[src/rtl/ifu_fetch.sv]
// Instruction fetch unit: in-order bus requests, credit-limited response FIFO, jump redirect/flush.
// Optional build macro IFU_MISALIGN_CHK_EN: misaligned jump targets halt fetch and raise ifu_misalign_o.
module ifu_fetch #(
    parameter int unsigned          ADDR_W     = 32,
    parameter int unsigned          DATA_W     = 32,
    parameter logic [ADDR_W-1:0]    RESET_PC   = '0,
    parameter int unsigned          FIFO_DEPTH = 2
) (
    input  logic              clk,
    input  logic              rst,
    input  logic              ifu_jump_flag_i,
    input  logic [ADDR_W-1:0] ifu_jump_addr_i,
    input  logic              ifu_hold_flag_i,
    output logic              ibus_req_o,
    output logic [ADDR_W-1:0] ibus_addr_o,
    input  logic              ibus_gnt_i,
    input  logic              ibus_rvalid_i,
    input  logic [DATA_W-1:0] ibus_rdata_i,
    output logic [ADDR_W-1:0] ifu_pc_o,
    output logic [DATA_W-1:0] ifu_inst_data_o,
    output logic              ifu_valid_o,
    output logic              ifu_misalign_o
);

    localparam int unsigned       PtrW = (FIFO_DEPTH > 1) ? $clog2(FIFO_DEPTH) : 1;
    localparam int unsigned       CntW = PtrW + 1;
    localparam logic [DATA_W-1:0] Nop  = DATA_W'(32'h0000_0013);

    typedef enum logic [1:0] {
        StIdle,
        StRun,
        StHalt
    } state_e;

    state_e            state_q, state_d;
    logic [ADDR_W-1:0] fetch_pc_q, fetch_pc_d;
    logic [CntW-1:0]   outst_q, outst_d;
    logic [CntW-1:0]   discard_q, discard_d;
    logic [CntW-1:0]   count_q, count_d;
    logic [PtrW-1:0]   wptr_q, wptr_d;
    logic [PtrW-1:0]   rptr_q, rptr_d;

    logic [DATA_W-1:0] inst_mem_q [FIFO_DEPTH];
    logic [ADDR_W-1:0] pc_mem_q   [FIFO_DEPTH];

    logic [ADDR_W-1:0] jump_target;
    logic              jump_misaligned;
    logic [CntW:0]     inflight;
    logic              credit_ok;
    logic              grant;
    logic              drop;
    logic              push;
    logic              pop;
    logic              fifo_empty;
    logic [ADDR_W-1:0] resp_pc;

`ifdef IFU_MISALIGN_CHK_EN
    logic misalign_q, misalign_d;

    assign jump_target     = ifu_jump_addr_i;
    assign jump_misaligned = ifu_jump_flag_i & (ifu_jump_addr_i[1:0] != 2'b00);
    assign ifu_misalign_o  = misalign_q;
`else
    logic unused_jump_lsb;

    assign unused_jump_lsb = ^ifu_jump_addr_i[1:0];
    assign jump_target     = {ifu_jump_addr_i[ADDR_W-1:2], 2'b00};
    assign jump_misaligned = 1'b0;
    assign ifu_misalign_o  = 1'b0;
`endif

    // Stale responses still count against the credit until they drain.
    assign inflight   = {1'b0, outst_q} + {1'b0, count_q};
    assign credit_ok  = inflight < (CntW + 1)'(FIFO_DEPTH);
    assign fifo_empty = (count_q == '0);

    assign ibus_req_o  = (state_q == StRun) && credit_ok && !ifu_jump_flag_i;
    assign ibus_addr_o = fetch_pc_q;

    assign grant = ibus_req_o & ibus_gnt_i;
    assign drop  = ibus_rvalid_i & (discard_q != '0);
    assign push  = ibus_rvalid_i & !drop & !ifu_jump_flag_i;
    assign pop   = !fifo_empty & !ifu_hold_flag_i & !ifu_jump_flag_i;

    // Once no stale responses remain, every outstanding request is live and contiguous, so the
    // oldest one sits outstanding words behind the next fetch address.
    assign resp_pc = fetch_pc_q - ADDR_W'({outst_q, 2'b00});

    assign ifu_valid_o     = !fifo_empty;
    assign ifu_pc_o        = fifo_empty ? '0  : pc_mem_q[rptr_q];
    assign ifu_inst_data_o = fifo_empty ? Nop : inst_mem_q[rptr_q];

    always_comb begin
        state_d    = state_q;
        fetch_pc_d = fetch_pc_q;
        outst_d    = outst_q + CntW'(grant) - CntW'(ibus_rvalid_i);
        discard_d  = discard_q;
        count_d    = count_q;
        wptr_d     = wptr_q;
        rptr_d     = rptr_q;
`ifdef IFU_MISALIGN_CHK_EN
        misalign_d = misalign_q;
`endif

        unique case (state_q)
            StIdle:        state_d = StRun;
            StRun, StHalt: begin
                if (ifu_jump_flag_i) begin
                    state_d = jump_misaligned ? StHalt : StRun;
                end
            end
            default:       state_d = StIdle;
        endcase

        if (ifu_jump_flag_i) begin
            // Everything still in flight belongs to the old path.
            discard_d  = outst_q - CntW'(ibus_rvalid_i);
            fetch_pc_d = jump_target;
            count_d    = '0;
            wptr_d     = '0;
            rptr_d     = '0;
`ifdef IFU_MISALIGN_CHK_EN
            misalign_d = jump_misaligned;
`endif
        end else begin
            discard_d = discard_q - CntW'(drop);
            if (grant) begin
                fetch_pc_d = fetch_pc_q + ADDR_W'(4);
            end
            if (push) begin
                wptr_d = wptr_q + PtrW'(1);
            end
            if (pop) begin
                rptr_d = rptr_q + PtrW'(1);
            end
            count_d = count_q + CntW'(push) - CntW'(pop);
        end
    end

    always_ff @(posedge clk) begin
        if (rst) begin
            state_q    <= StIdle;
            fetch_pc_q <= RESET_PC;
            outst_q    <= '0;
            discard_q  <= '0;
            count_q    <= '0;
            wptr_q     <= '0;
            rptr_q     <= '0;
`ifdef IFU_MISALIGN_CHK_EN
            misalign_q <= 1'b0;
`endif
        end else begin
            state_q    <= state_d;
            fetch_pc_q <= fetch_pc_d;
            outst_q    <= outst_d;
            discard_q  <= discard_d;
            count_q    <= count_d;
            wptr_q     <= wptr_d;
            rptr_q     <= rptr_d;
`ifdef IFU_MISALIGN_CHK_EN
            misalign_q <= misalign_d;
`endif
        end
    end

    // Storage needs no reset; occupancy is tracked by count_q.
    always_ff @(posedge clk) begin
        if (push) begin
            inst_mem_q[wptr_q] <= ibus_rdata_i;
            pc_mem_q[wptr_q]   <= resp_pc;
        end
    end

`ifndef SYNTHESIS
    a_rvalid_with_outstanding: assert property (
        @(posedge clk) disable iff (rst) ibus_rvalid_i |-> (outst_q != '0)
    );
`endif

endmodule

[config.mk]
export PLATFORM = sky130hd
export DESIGN_NAME = ifu_fetch
export DESIGN_NICKNAME = d
export VERILOG_FILES = /design/src/rtl/ifu_fetch.sv
export SDC_FILE = /design/constraint.sdc
export NUM_CORES = 1
export LEC_CHECK = 0
export ABC_AREA = 0
export BUFFER_PORTS_ARGS = -buffer_cell sky130_fd_sc_hd__buf_4
export CELL_PAD_IN_SITES_DETAIL_PLACEMENT = 1
export CELL_PAD_IN_SITES_GLOBAL_PLACEMENT = 2
export CORE_MARGIN = 1.5
export CORE_UTILIZATION = 30
export DETAILED_ROUTE_END_ITERATION = 16
export HOLD_SLACK_MARGIN = 0.06
export PLACE_DENSITY_LB_ADDON = 0.3
export SYNTH_ARGS = -nofsm -noshare
export SYNTH_HDL_FRONTEND = slang
export SYNTH_SLANG_ARGS = --single-unit
[constraint.sdc]
create_clock -name clk -period 5 [get_ports clk]
set_input_delay 0.75 -clock clk [delete_from_list [all_inputs] [get_ports clk]]
set_output_delay 0.75 -clock clk [all_outputs]
set_load 0.01 [all_outputs]
==> impl_summary.log <==
[metrics] outcome: completed
[metrics] die outline height: 164 µm
[metrics] HPWL after detailed placement: 14800 µm
[metrics] chip width: 164 µm
[metrics] setup violation total in the final timing report: 0
[metrics] launching element type of the critical path: flop
[metrics] required time at the worst-slack endpoint: 5.34 ns
[metrics] number of flops mapped to enable cells by yosys: 124
[metrics] fraction of layout instances using a drive strength above 1: 0.271
[metrics] maximum clock rate: 0.333 GHz
[metrics] final standard cell utilization of the core: 0.386
[metrics] CTS sink count: 164
[metrics] worst path arrival time: 3.34 ns
[metrics] via count of the first global-routing pass: 5986
[metrics] routed via count divided by cell count: 4.96
[metrics] area of the mapped netlist: 7810 µm²
[metrics] Slew @ Worst Pin: 1.11 ns
[metrics] first-pass GRT wire length: 32500 µm
[metrics] DIE AREA: 27000 µm²
[metrics] number of cell rows: 58
[metrics] critical path start-end classification: flop to flop
[metrics] post-synthesis cell type count: 59
[metrics] maximum number of pins on one net before global-route repair: 63
[metrics] overall global routing resource usage: 0.158
[metrics] Register Area: 4530 µm²
[metrics] logic gate share of total power: 0.115
[metrics] internal power: 2.37 mW
[metrics] Hold WC Path Type: input port to flop
[metrics] Total Negative Setup Slacks: 0 ns
[metrics] predominant post-synthesis flop cell: sky130_fd_sc_hd__edfxtp_1
[metrics] time the worst path needs with I/O delays and setup: 3.01 ns
[metrics] Slew Limit Headroom: 0.260
[metrics] sw frac: 0.268
[metrics] residual DRC count: 0
[metrics] final count of hold timing violations: 0
[metrics] DR WL/cell: 18.4 µm
[metrics] crit-path max FO: 12
[metrics] RSZ-0062 raised after global routing: false
[metrics] combined area of the multi-input logic cells: 2970 µm²
[metrics] number of routed nets with antenna violations: 0
[metrics] Setup crit end kind: flop
[metrics] effective utilization at floorplan: 0.308
[metrics] total congestion overflow after global routing: 0
[metrics] power share of the sequential group: 0.499
[metrics] nets: 875
[metrics] Final Skew: 0.0115 ns
[metrics] mean area per synthesized cell: 11.7 µm²
[metrics] power density over cell area: 330 nW/µm²
[metrics] clock network fraction of design power: 0.387
[metrics] Maximum Capacitance Violations: 0
[metrics] antenna diode count: 0
[metrics] clock slew seen by the registers of the worst setup and hold paths: 0.07 ns
[metrics] root buffer selected by CTS: sky130_fd_sc_hd__clkbuf_16
[metrics] share of flip-flops with an asynchronous set or reset after synthesis: 0
[metrics] boundary pin count: 169
[metrics] via count: 5638
[metrics] number of gates given a new drive strength after cts: 0
[metrics] number of buffers on the longest clock path: 2
[metrics] count of routing violations after the opening detailed-route iteration: 286
[metrics] Warnings, synthesis: 0
[metrics] gpl congestion: 0.778
[metrics] count of fill cells added during filler insertion: 2748
[metrics] synthesis-stage register bit count: 164
[metrics] Area growth, synth to finish: 25.3%
[metrics] total iterations of the first detailed-routing run: 4
[metrics] leakage power figure: 3.55 nW
[metrics] clock tree from TritonCTS: yes
[metrics] IR drop worst, VDD: 151 µV
[metrics] number of antenna violations at the first check in global routing: 0
[metrics] proportion of synthesized chip area in sequential cells: 0.579
[metrics] Slew Limit Fails: 0
[metrics] clock latency of the later-clocked register in the worst-skew pair: 0.42 ns
[metrics] Core Region: 25300 µm²
[metrics] routed wire length: 21000 µm
[metrics] Mapped Cells: 665
[metrics] post-CTS setup buffer count: 0
[metrics] H-tree Lvls: 4
[metrics] port bufs: 161
[metrics] post-cts hold buffer count: 0
[metrics] CTS buffer count: 17
[metrics] switching power of the nets: 0.865 mW
[metrics] Period Utilization, post-route: 0.601
[worst paths after layout]
| kind | startpoint | to | slack, ns | cells after the start |
|---|---|---|---|---|
| worst max-delay path | count_q[0]$_SDFF_PP0_ | ibus_addr_o[29]$_SDFFE_PP0P_ | 1.99 | 6 |
| worst min-delay path | ibus_rdata_i[0] | inst_mem_q[1][0]$_DFFE_PP_ | 0.51 | 1 |
| worst max register to register | count_q[0]$_SDFF_PP0_ | ibus_addr_o[29]$_SDFFE_PP0P_ | 1.99 | 6 |
| worst min register to register | rptr_q$_SDFFE_PP0P_ | rptr_q$_SDFFE_PP0P_ | 0.52 | 2 |
[synthesized netlist by cell type, types with 3 or more instances]
library cell | number | share of area
sky130_fd_sc_hd__buf_4 | 5 | 0.0048
sky130_fd_sc_hd__nor4_1 | 8 | 0.0064
sky130_fd_sc_hd__nor4b_1 | 3 | 0.0034
sky130_fd_sc_hd__nor3_1 | 11 | 0.0070
sky130_fd_sc_hd__ha_1 | 9 | 0.014
sky130_fd_sc_hd__xnor2_1 | 13 | 0.015
sky130_fd_sc_hd__nand3_1 | 16 | 0.010
sky130_fd_sc_hd__nor4_2 | 3 | 0.0048
sky130_fd_sc_hd__o2111a_1 | 3 | 0.0043
sky130_fd_sc_hd__o31ai_1 | 7 | 0.0067
sky130_fd_sc_hd__or4_1 | 16 | 0.015
sky130_fd_sc_hd__inv_1 | 13 | 0.0062
sky130_fd_sc_hd__o21ai_0 | 14 | 0.0090
sky130_fd_sc_hd__a311oi_1 | 11 | 0.012
sky130_fd_sc_hd__nand2_1 | 33 | 0.016
sky130_fd_sc_hd__nor2b_1 | 3 | 0.0024
sky130_fd_sc_hd__clkbuf_1 | 36 | 0.017
sky130_fd_sc_hd__and2_1 | 8 | 0.0064
sky130_fd_sc_hd__and4_1 | 7 | 0.0079
sky130_fd_sc_hd__and3_1 | 4 | 0.0032
sky130_fd_sc_hd__dfxtp_1 | 40 | 0.10
sky130_fd_sc_hd__buf_2 | 15 | 0.0096
sky130_fd_sc_hd__nand4_1 | 11 | 0.0088
sky130_fd_sc_hd__mux2i_1 | 62 | 0.079
sky130_fd_sc_hd__edfxtp_1 | 124 | 0.48
sky130_fd_sc_hd__buf_6 | 4 | 0.0058
sky130_fd_sc_hd__or3_1 | 11 | 0.0088
sky130_fd_sc_hd__a211oi_1 | 9 | 0.0087
sky130_fd_sc_hd__nor2_1 | 96 | 0.046
sky130_fd_sc_hd__a21oi_1 | 4 | 0.0026
sky130_fd_sc_hd__xor2_1 | 28 | 0.031
[per-stage QoR]
| step | instances | hold slack [ns] | cell area (µm²) | setup WS (ns) | total power, mW |
|---|---|---|---|---|---|
| 6_report | 1137 | 0.512 | 9790 | 1.99 | 3.23 |
| 3_5_place_dp | 1105 | 0.515 | 9220 | 2.00 | 2.02 |
| 5_1_grt | 1137 | 0.490 | 9790 | 1.84 | 3.38 |
| 4_1_cts | 1137 | 0.486 | 9790 | 1.98 | 3.29 |
| 2_1_floorplan | 669 | 0.481 | 7820 | 0.815 | 1.85 |
| 3_3_place_gp | 1105 | 0.499 | 9220 | 2.06 | 2.00 |
[metal layers]
metal | GRT usage | wire [µm] | up-vias
li1 | - | - | 2684
met2 | 0.267 | 9980 | 165
met1 | 0.203 | 9430 | 2771
met3 | 0.0321 | 1260 | 18
met4 | 0.0455 | 289 | 0
met5 | 0 | 0 | -
[worst max-delay path: stages (launching register included)]
cell	delay (ns)
sky130_fd_sc_hd__dfxtp_1	0.40
sky130_fd_sc_hd__and2_1	0.16
sky130_fd_sc_hd__fa_1	0.46
sky130_fd_sc_hd__nand4bb_1	0.56
sky130_fd_sc_hd__or4_1	0.69
sky130_fd_sc_hd__or4_1	0.40
sky130_fd_sc_hd__a311oi_1	0.25
[power groups by stage]
| stage | registers, mW | logic (mW) | clock network [mW] |
|---|---|---|---|
| 4_1_cts | 1.61 | 0.379 | 1.29 |
| 3_5_place_dp | 1.64 | 0.375 | 0 |
| 3_3_place_gp | 1.64 | 0.361 | 0 |
| 5_1_grt | 1.62 | 0.413 | 1.34 |
| 2_1_floorplan | 1.61 | 0.240 | 0 |
| 6_report | 1.61 | 0.370 | 1.25 |
[state kept, by name (all words and copies together) (netlist names), named ones only]
register     cells
count_q          2
state_q          1
discard_q        2
outst_q          2
pc_mem_q        60
wptr_q           1
inst_mem_q      64
ibus_addr_o     30
rptr_q           1
[cells in the final DEF, fill, tap and decap left out, types with 13 or more instances in the layout]
| cell type | Yosys | layout |
|---|---|---|
| sky130_fd_sc_hd__buf_4 | 5 | 167 |
| sky130_fd_sc_hd__edfxtp_1 | 124 | 124 |
| sky130_fd_sc_hd__nor2_1 | 96 | 94 |
| sky130_fd_sc_hd__mux2i_1 | 62 | 62 |
| sky130_fd_sc_hd__dfxtp_1 | 40 | 39 |
| sky130_fd_sc_hd__nand2_1 | 33 | 33 |
| sky130_fd_sc_hd__xor2_1 | 28 | 28 |
| sky130_fd_sc_hd__clkbuf_16 | 0 | 17 |
| sky130_fd_sc_hd__nand3_1 | 16 | 16 |
| sky130_fd_sc_hd__or4_1 | 16 | 16 |
| sky130_fd_sc_hd__o21ai_0 | 14 | 14 |
| sky130_fd_sc_hd__inv_1 | 13 | 13 |
| sky130_fd_sc_hd__xnor2_1 | 13 | 13 |
[logic make-up (layout without fill, tap and decap cells)]
kind of cell,after synthesis,in the layout,share of synthesized area
compound gates,60,60,0.0561
xor+xnor,42,42,0.0481
fa+ha+maj,11,11,0.0195
buf+inv,76,214,0.0452
flops,164,164,0.579
mux,62,62,0.0795
other cells,1,5,0.000480
simple gates,249,249,0.172
[area by class of cell]
class                   count  share of cell area
repair buffers            167               0.128
well taps                 330              0.0422
clock buffers              17              0.0435
inverters                  15             0.00575
flip-flops and latches    164               0.463
multi-input cells         429               0.303
clock inverters            15              0.0144
(Power assumes the default switching activity.)
